### config.mk
export PLATFORM = sky130hd
export DESIGN_NAME = bus_sync_launch
export DESIGN_NICKNAME = d
export VERILOG_FILES = /design/src/rtl/bus_sync_pkg.sv /design/src/rtl/sync_ff_chain.sv /design/src/rtl/bus_sync_launch.sv
export SDC_FILE = /design/constraint.sdc
export NUM_CORES = 1
export LEC_CHECK = 0
export CORE_MARGIN = 2
export CORE_UTILIZATION = 23
export DETAILED_ROUTE_END_ITERATION = 16
export PLACE_DENSITY_LB_ADDON = 0.12
export SLEW_MARGIN = 5
export SYNTH_ARGS = -nofsm -noshare
export SYNTH_HDL_FRONTEND = slang
export SYNTH_HIERARCHICAL = 1
export SYNTH_SLANG_ARGS = --single-unit
export TNS_END_PERCENT = 1
### constraint.sdc
create_clock -name i_clk -period 1.5 [get_ports i_clk]
set_input_delay 0.375 -clock i_clk [delete_from_list [all_inputs] [get_ports i_clk]]
set_output_delay 0.375 -clock i_clk [all_outputs]
set_load 0.005 [all_outputs]
### src/rtl/bus_sync_pkg.sv
// Shared types and default parameters for the source-side bus crossing launch stage.
package bus_sync_pkg;
  typedef enum logic [1:0] {
    S_IDLE = 2'd0,
    S_REQ  = 2'd1,
    S_REL  = 2'd2
  } bus_sync_state_t;

  localparam int BUS_SYNC_DWIDTH  = 32;
  localparam int BUS_SYNC_STAGES  = 2;
  localparam int BUS_SYNC_TIMEOUT = 1024;
endpackage

### src/rtl/sync_ff_chain.sv
// Single-bit multi-flop synchronizer, reset to 0.
module sync_ff_chain #(
  parameter int STAGES = 2
) (
  input  logic i_clk,
  input  logic rst_n,
  input  logic d,
  output logic q
);
  // Fewer than two flops is not a synchronizer; clamp rather than build a broken chain.
  localparam int N = (STAGES < 2) ? 2 : STAGES;

  logic [N-1:0] ff;

  always_ff @(posedge i_clk or negedge rst_n) begin
    if (!rst_n) ff <= '0;
    else        ff <= {ff[N-2:0], d};
  end

  assign q = ff[N-1];
endmodule

### src/rtl/bus_sync_launch.sv
// Source-domain launch stage: holds a word plus level request until the destination
// acknowledges, then retires it four-phase. Timeout raises a sticky error.
module bus_sync_launch
  import bus_sync_pkg::*;
#(
  parameter int DWIDTH      = BUS_SYNC_DWIDTH,
  parameter int SYNC_STAGES = BUS_SYNC_STAGES,
  parameter int TIMEOUT     = BUS_SYNC_TIMEOUT
) (
  input  logic              i_clk,
  input  logic              rst_n,
  input  logic [DWIDTH-1:0] i_data,
  input  logic              i_valid,
  output logic              o_ready,
  output logic [DWIDTH-1:0] o_sync_data,
  output logic              o_sync_valid,
  input  logic              i_sync_ack,
  output logic              o_busy,
  output logic              o_err,
  input  logic              i_err_clr
);
  localparam int CW = (TIMEOUT > 0) ? $clog2(TIMEOUT + 1) : 1;
  localparam logic [CW-1:0] CNT_MAX = (TIMEOUT > 0) ? CW'(TIMEOUT - 1) : '0;

  bus_sync_state_t state_q, state_d;
  logic [CW-1:0]   cnt_q;
  logic            ack_s;
  logic            accept, retire, err_set, timeout_hit;

  sync_ff_chain #(.STAGES(SYNC_STAGES)) u_ack_sync (
    .i_clk (i_clk),
    .rst_n (rst_n),
    .d     (i_sync_ack),
    .q     (ack_s)
  );

  assign timeout_hit = (TIMEOUT != 0) && (cnt_q == CNT_MAX);

  always_ff @(posedge i_clk or negedge rst_n) begin
    if (!rst_n) state_q <= S_IDLE;
    else        state_q <= state_d;
  end

  always_comb begin
    state_d = state_q;
    accept  = 1'b0;
    retire  = 1'b0;
    err_set = 1'b0;
    case (state_q)
      S_IDLE: if (i_valid && !ack_s) begin
        accept  = 1'b1;
        state_d = S_REQ;
      end
      // Ack is checked first so a same-cycle ack beats the timeout.
      S_REQ: if (ack_s) begin
        retire  = 1'b1;
        state_d = S_REL;
      end else if (timeout_hit) begin
        retire  = 1'b1;
        err_set = 1'b1;
        state_d = S_REL;
      end
      S_REL: if (!ack_s) state_d = S_IDLE;
      default: state_d = S_IDLE;
    endcase
  end

  // Data register only loads on accept, so it is frozen while the far side samples it.
  always_ff @(posedge i_clk or negedge rst_n) begin
    if (!rst_n) begin
      o_sync_data  <= '0;
      o_sync_valid <= 1'b0;
      cnt_q        <= '0;
    end else begin
      if (accept) begin
        o_sync_data  <= i_data;
        o_sync_valid <= 1'b1;
      end else if (retire) begin
        o_sync_valid <= 1'b0;
      end
      if (accept)
        cnt_q <= '0;
      else if (state_q == S_REQ && cnt_q != CNT_MAX)
        cnt_q <= cnt_q + 1'b1;
    end
  end

  always_ff @(posedge i_clk or negedge rst_n) begin
    if (!rst_n)         o_err <= 1'b0;
    else if (err_set)   o_err <= 1'b1;
    else if (i_err_clr) o_err <= 1'b0;
  end

  assign o_ready = (state_q == S_IDLE) && !ack_s;
  assign o_busy  = (state_q != S_IDLE);
endmodule

==> results of run 1 <==
[state kept, by name, indices dropped and copies added (netlist names)]
name,count
u_ack_sync/ff,2
cnt_q,11
o_err,1
state_q,2
o_sync_valid,1
o_sync_data,32
[cell families after synthesis]
group	Yosys count
AND/OR/NAND/NOR	128
flip-flops	49
AO/OA/AOI/OAI	23
buffers and inverters	12
XOR/XNOR	2
multiplexers	1
adder cells (fa/ha/maj)	1
[routing by layer]
layer	vias up	routed length, µm
li1	882	-
met1	824	2360
met2	37	2450
met3	2	285
met4	0	38
met5	-	0
[worst max-delay path: stages, from the launching register on]
cell and delay (ns):
dfrtp_1 0.41, buf_6 0.14, and4b_1 0.29, o211ai_2 0.14, or3_1 0.35, a21oi_2 0.12
[repair_timing]
item                                    4_1_cts  5_1_grt
gates resized for setup                      43       10
endpoints found under the setup margin       39       44
pin swaps                                     2        1
buffers inserted                              2        1
[worst min path at each step]
stage	startpoint	to	slack (ns)
3_3_place_gp	rst_n	o_sync_data[0]	0.33
6_report	rst_n	o_sync_data[0]	0.0009
3_5_place_dp	rst_n	o_sync_data[0]	0.34
4_1_cts	rst_n	o_sync_data[30]	0.005
2_1_floorplan	rst_n	cnt_q[0]	0.08
5_1_grt	rst_n	o_sync_data[28]	0.01
[stage by stage]
step,hold slack [ns],area [µm²],cells,power [W]
5_1_grt,0.0128,3100,415,0.00360
6_report,0.000878,3100,415,0.00334
3_5_place_dp,0.337,3010,404,0.00276
3_3_place_gp,0.332,3010,404,0.00276
2_1_floorplan,0.0794,2030,216,0.00203
4_1_cts,0.00505,3060,414,0.00341
[final cells by class]
class	instances	area, µm²
Fill cell	919	5540
Timing Repair Buffer	93	875
Sequential cell	49	1230
Tap cell	108	135
Clock inverter	1	7.51
Inverter	2	7.51
Clock buffer	7	76.3
Multi-Input combinational cell	155	769
[placed cells by master, fill, tap and decap left out, types with 2 or more instances in the layout]
cell | synthesis | final
buf_4 | 3 | 16
clkbuf_8 | 0 | 5
clkbuf_1 | 4 | 2
dfrtp_1 | 49 | 49
clkdlybuf4s50_1 | 0 | 35
and4b_1 | 2 | 2
nor2_1 | 5 | 5
buf_2 | 3 | 3
o211ai_1 | 2 | 2
o211a_1 | 2 | 2
nand2b_1 | 2 | 2
a21oi_1 | 3 | 2
dlygate4sd2_1 | 0 | 34
nand2_1 | 102 | 101
or3_1 | 2 | 2
o21ai_0 | 7 | 6
a31oi_1 | 4 | 4
nand3_1 | 3 | 3
inv_1 | 2 | 2
nand3b_1 | 2 | 2
and3_1 | 4 | 3
buf_12 | 0 | 4
xor2_1 | 2 | 2
[power by group through the flow]
stage / registers, W / clock network (W) / logic (W)
3_3_place_gp: 0.00172 / 0 / 0.00103
2_1_floorplan: 0.00175 / 0 / 0.000284
3_5_place_dp: 0.00172 / 0 / 0.00104
4_1_cts: 0.00170 / 0.000813 / 0.000897
5_1_grt: 0.00173 / 0.000861 / 0.00100
6_report: 0.00169 / 0.000763 / 0.000887
==> flow_summary_export.csv, run 1 <==
group,metric,value,unit
logic_synthesis,synth_top_cell_by_area,"dfrtp_1",
global_routing,grtUsageMet3,3.58,%
worst_setup_path,critPathKind,"reg -> reg",
worst_setup_path,r2r_cells,5,
logic_synthesis,ys.flop_type,"dfrtp_1",
clocking,numCtsBuffers,5,
final_layout,drive_gt1_share,13.0,%
final_layout,syn2layout_area_growth,52.9,%
clocking,htreeDepth,2,
placed_design,port_buffers,72,
global_routing,overflow,0,
worst_setup_path,start_kind,"flop",
power,p_leak,1.58,nW
placed_design,dp_hpwl,3600,µm
die,coreArea,0.00864,mm²
global_routing,grtUsageTotal,11.2,%
timing,slew_headroom,73.0,%
power,powerDensity,1080,mW/mm²
logic_synthesis,synth_top_area_share,60.5,%
logic_synthesis,synth_compound_area_share,7.78,%
route,wl_per_cell,12.4,µm
logic_synthesis,syn_nets,254,
timing,fin_ws,-0.0305,ns
timing,fmaxAchievable,653,MHz
logic_synthesis,synth.most_common_cell,"nand2_1",
timing,tns,-0.0590,ns
timing,final_max_slew_viol_count,0,
power,p_int,0.00240,W
worst_setup_path,endpoint,"cnt_q[7]",
final_layout,n_antenna_cell,0,
route,first_iter_violations,90,
job,maxCapViolCount,0,
logic_synthesis,ys_ff_latch,49,
logic_synthesis,synthSimpleGateAreaFrac,26.7,%
logic_synthesis,yosys_warnings,6,
die,row_count,34,
final_layout,post-route-util,35.9,%
worst_setup_path,r2r-start,"state_q[1]",
global_routing,gr-usage-met1,14.4,%
logic_synthesis,synth_edf_count,0,
worst_setup_path,arrival,1.75,ns
route,drt-pass1-iter-count,4,
timing,fin_crit,1.53,ns
worst_setup_path,r2r_end,"cnt_q[7]",
logic_synthesis,netlist_instances,216,
worst_setup_path,cp_max_fo,7,
route,num_vias,1745,
clocking,path_clk_slew,0.09,ns
global_routing,use_met2,17.9,%
final_layout,nets,344,
logic_synthesis,avgSynthCellArea,9.38,µm²
logic_synthesis,synthAdderAreaFrac,0.618,%
power,irDropWorstVdd,383,µV
placed_design,place_congestion,0.764,
logic_synthesis,synthMuxAreaShare,0.494,%
timing,worst_pin_slew,0.406,ns
die,die-area,0.00957,mm²
route,drc_errors,0,
power,p_clk_share,22.8,%
die,start_util,23.5,%
route,via_per_inst,4.20,
logic_synthesis,synth_area,0.00203,mm²
run_status,violations,"negative setup slack",
clocking,holdBufCountCts,0,
global_routing,antenna_found_initial,0,
clocking,clk_latency,0.29,ns
timing,fin_worst_skew,0.00673,ns
timing,rsz0062_at_grt,"yes",
placed_design,place_ws,-0.0923,ns
logic_synthesis,netlist_top_cells_area,"dfrtp_1, nand2_1, o21ai_0",
clocking,cts_sinks,49,
timing,setup_violations,3,
power,p_seq_share,50.6,%
global_routing,grt_pass1_wl,8800,µm
logic_synthesis,synth_top_family_by_area,"simple AND/OR/NAND/NOR gates",
die,ioPinCount,73,
power,swShare,28.2,%
logic_synthesis,synth_cell_types,31,
power,p_sw,0.000944,W
clocking,cts_tree,"yes",
clocking,clk_path_buf_depth,2,
logic_synthesis,async_flop_share,100,%
run_status,outcome,"finished with violations",
global_routing,top_usage_layer,"met2",
logic_synthesis,synth-xor-area-share,0.865,%
global_routing,grt_max_degree,38,
hold_path,min_path_type,"in -> async",
timing,finalHoldViolations,0,
route,routed_wl,5130,µm
logic_synthesis,synthTopCellsByCount,"nand2_1, dfrtp_1, o21ai_0",
worst_setup_path,r2r_setup_slack,-0.03,ns
worst_setup_path,cp-end-kind,"flop",
route,ant_nets,0,
die,die_h,97.8,µm
worst_setup_path,required,1.72,ns
timing,period_share,102,%
worst_setup_path,critPathLaunch,"state_q[1]",
clocking,clockRootBuffer,"clkbuf_8",
die,die_w,97.8,µm
power,combinationalPowerShare,26.5,%
global_routing,grt_pass1_vias,1804,
logic_synthesis,yosysSeqAreaShare,60.5,%
Note: power is estimated with default switching activity, not from simulation.
==> inputs of run 2 (changes only) <==
ABC_AREA = 1   (was not set)
DONT_BUFFER_PORTS = 1   (was not set)
==> flow_summary_export.csv, run 2 <==
group,metric,value,unit
run_status,outcome,"finished with violations",
run_status,violations,"negative hold slack, negative setup slack",
global_routing,use_met2,15.9,%
power,power,0.00359,W
timing,fin_worst_skew,0.00551,ns
logic_synthesis,yosys_warnings,6,
worst_setup_path,path_cells,"or2_4 > nor2_4 > buf_6",
global_routing,overflow,0,
final_layout,nFillCells,941,
timing,whs,-0.247,ns
die,coreArea,0.00881,mm²
timing,fmaxAchievable,643,MHz
logic_synthesis,netlist_top_cells_area,"dfrtp_1, nand2_1, nand4_1",
global_routing,antenna_found_initial,0,
worst_setup_path,cp_num_buf_inv,1,
clocking,cts_sinks,49,
logic_synthesis,ys_ff_latch,49,
route,routed_wl,4780,µm
worst_setup_path,slowest_stage,"dfrtp_1",
clocking,path_clk_slew,0.10,ns
die,die-area,0.00992,mm²
worst_setup_path,cp_max_fo,2,
final_layout,drive_gt1_share,12.2,%
logic_synthesis,avgSynthCellArea,8.54,µm²
die,ioPinCount,73,
logic_synthesis,synth_area,0.00210,mm²
die,die_w,99.6,µm
placed_design,port_buffers,0,
route,drc_errors,0,
power,irDropWorstVdd,536,µV
timing,tns,-0.0546,ns
power,powerDensity,1480,mW/mm²
die,start_util,23.9,%
logic_synthesis,synth_top_cell_by_area,"dfrtp_1",
logic_synthesis,synth_top_family_by_area,"simple AND/OR/NAND/NOR gates",
logic_synthesis,synthAdderAreaFrac,0.595,%
clocking,clockRootBuffer,"clkbuf_8",
clocking,clk_latency,0.30,ns
die,die_h,99.6,µm
worst_setup_path,start_kind,"flop",
logic_synthesis,syn_nets,284,
global_routing,top_usage_layer,"met2",
logic_synthesis,synth.most_common_cell,"nand2_1",
timing,rsz0062_at_grt,"yes",
logic_synthesis,yosysSeqAreaShare,58.3,%
timing,slew_headroom,74.5,%
logic_synthesis,synth_compound_area_share,1.49,%
logic_synthesis,async_flop_share,100,%
route,drt-pass1-iter-count,4,
logic_synthesis,synth_top_area_share,58.3,%
final_layout,nets,299,
route,wl_per_cell,12.9,µm
timing,fin_crit,1.55,ns
placed_design,place_ws,0.101,ns
timing,setup_violations,1,
global_routing,grt_pass1_wl,7910,µm
clocking,htreeDepth,2,
global_routing,grtUsageTotal,10.2,%
final_layout,n_antenna_cell,0,
placed_design,placed_area,0.00233,mm²
power,p_leak,1.27,nW
final_layout,post-route-util,27.5,%
logic_synthesis,synthSimpleGateAreaFrac,33.5,%
worst_setup_path,cp-end-kind,"primary output",
die,row_count,34,
logic_synthesis,synthMuxAreaShare,0,%
logic_synthesis,synth-xor-area-share,1.25,%
global_routing,grt_max_degree,50,
placed_design,dp_hpwl,3240,µm
worst_setup_path,slowest_delay,0.39,ns
placed_design,place_congestion,0.690,
hold_path,min_path_type,"in -> async",
worst_setup_path,critPathTopFamily,"flip-flops",
timing,finalHoldViolations,49,
final_layout,top_regs,"o_sync_data (32), cnt_q (11)",
timing,worst_pin_slew,0.381,ns
clocking,numCtsBuffers,5,
global_routing,grtUsageMet3,4.29,%
global_routing,gr-usage-met1,12.9,%
worst_setup_path,arrival,1.18,ns
route,first_iter_violations,76,
timing,final_max_slew_viol_count,0,
worst_setup_path,critPathKind,"reg -> out",
final_layout,largest_reg_flops,32,
final_layout,postLayoutCellArea,0.00242,mm²
clocking,clk_path_buf_depth,2,
logic_synthesis,ys.flop_type,"dfrtp_1",
clocking,cts_tree,"yes",
route,via_per_inst,4.19,
timing,period_share,104,%
logic_synthesis,netlist_instances,246,
final_layout,syn2layout_area_growth,15.3,%
worst_setup_path,required,1.12,ns
final_layout,mostFrequentLayoutCells,"nand2_1, dfrtp_1, buf_4",
route,num_vias,1551,
route,ant_nets,0,
logic_synthesis,synthTopCellsByCount,"nand2_1, dfrtp_1, inv_1",
job,maxCapViolCount,0,
logic_synthesis,synth_cell_types,22,
final_layout,regMostFlops,"o_sync_data",
logic_synthesis,synth_edf_count,0,
final_layout,layout_commonest_cell,"nand2_1",
timing,fin_ws,-0.0546,ns
global_routing,grt_pass1_vias,1600,
## run 2: final cells by class
| type | count | area, µm² | area share (%) |
|---|---|---|---|
| clock buffer | 6 | 72.6 | 2.99 |
| clock inverter | 2 | 13.8 | 0.568 |
| inverter | 11 | 48.8 | 2.01 |
| multi-input combinational | 179 | 773 | 31.9 |
| sequential | 49 | 1230 | 50.6 |
| tap | 108 | 135 | 5.58 |
| timing repair buffer | 15 | 154 | 6.35 |
## run 2: final timing paths
kind / from / to / slack [ns] / cells after the start
worst max-delay path: state_q[1] / o_ready / -0.05 / 3
worst min-delay path: rst_n / o_err / -0.25 / 0
worst max register to register: state_q[1] / o_sync_data[31] / 0.12 / 7
worst min register to register: u_ack_sync/ff[0] / u_ack_sync/ff[1] / 0.36 / 0
max in group asynchronous: rst_n / o_sync_data[2] / 1.65 / 0
min in group i_clk: i_sync_ack / u_ack_sync/ff[0] / 0.09 / 0
## run 2: stage by stage
stage / cells / hold WS [ns]
floorplan: 246 / 0.0794
global placement: 361 / 0.0826
detailed placement: 361 / 0.0829
CTS: 370 / -0.260
global route: 370 / -0.275
finish: 370 / -0.247
## run 2: where the power goes
part	internal [W]	switching, W	total [W]
Combinational	0.000371	0.000432	0.000803
Clock	0.000334	0.000466	0.000799
Sequential	0.00170	0.000296	0.00199
Total	0.00240	0.00119	0.00359
## run 2: routing by layer
layer  share of wire, %  routed length, µm
met5                  0                  0
met4                1.1                 55
met3                7.2                346
met2                 45               2160
met1                 46               2220
## run 2: cells by family after synthesis
| logic type | after synthesis |
|---|---|
| buffers and inverters | 18 |
| xor gates and xnor gates | 3 |
| adders and majority gates | 1 |
| and+or+nand+nor | 170 |
| DFF | 49 |
| AOI/OAI and AO/OA | 5 |
## run 2: timing repair
item                                    CTS  global route
setup buffers                             1             0
resized for setup                         1             0
endpoints found under the setup margin    2             9
hold endpoints to repair                 49            49
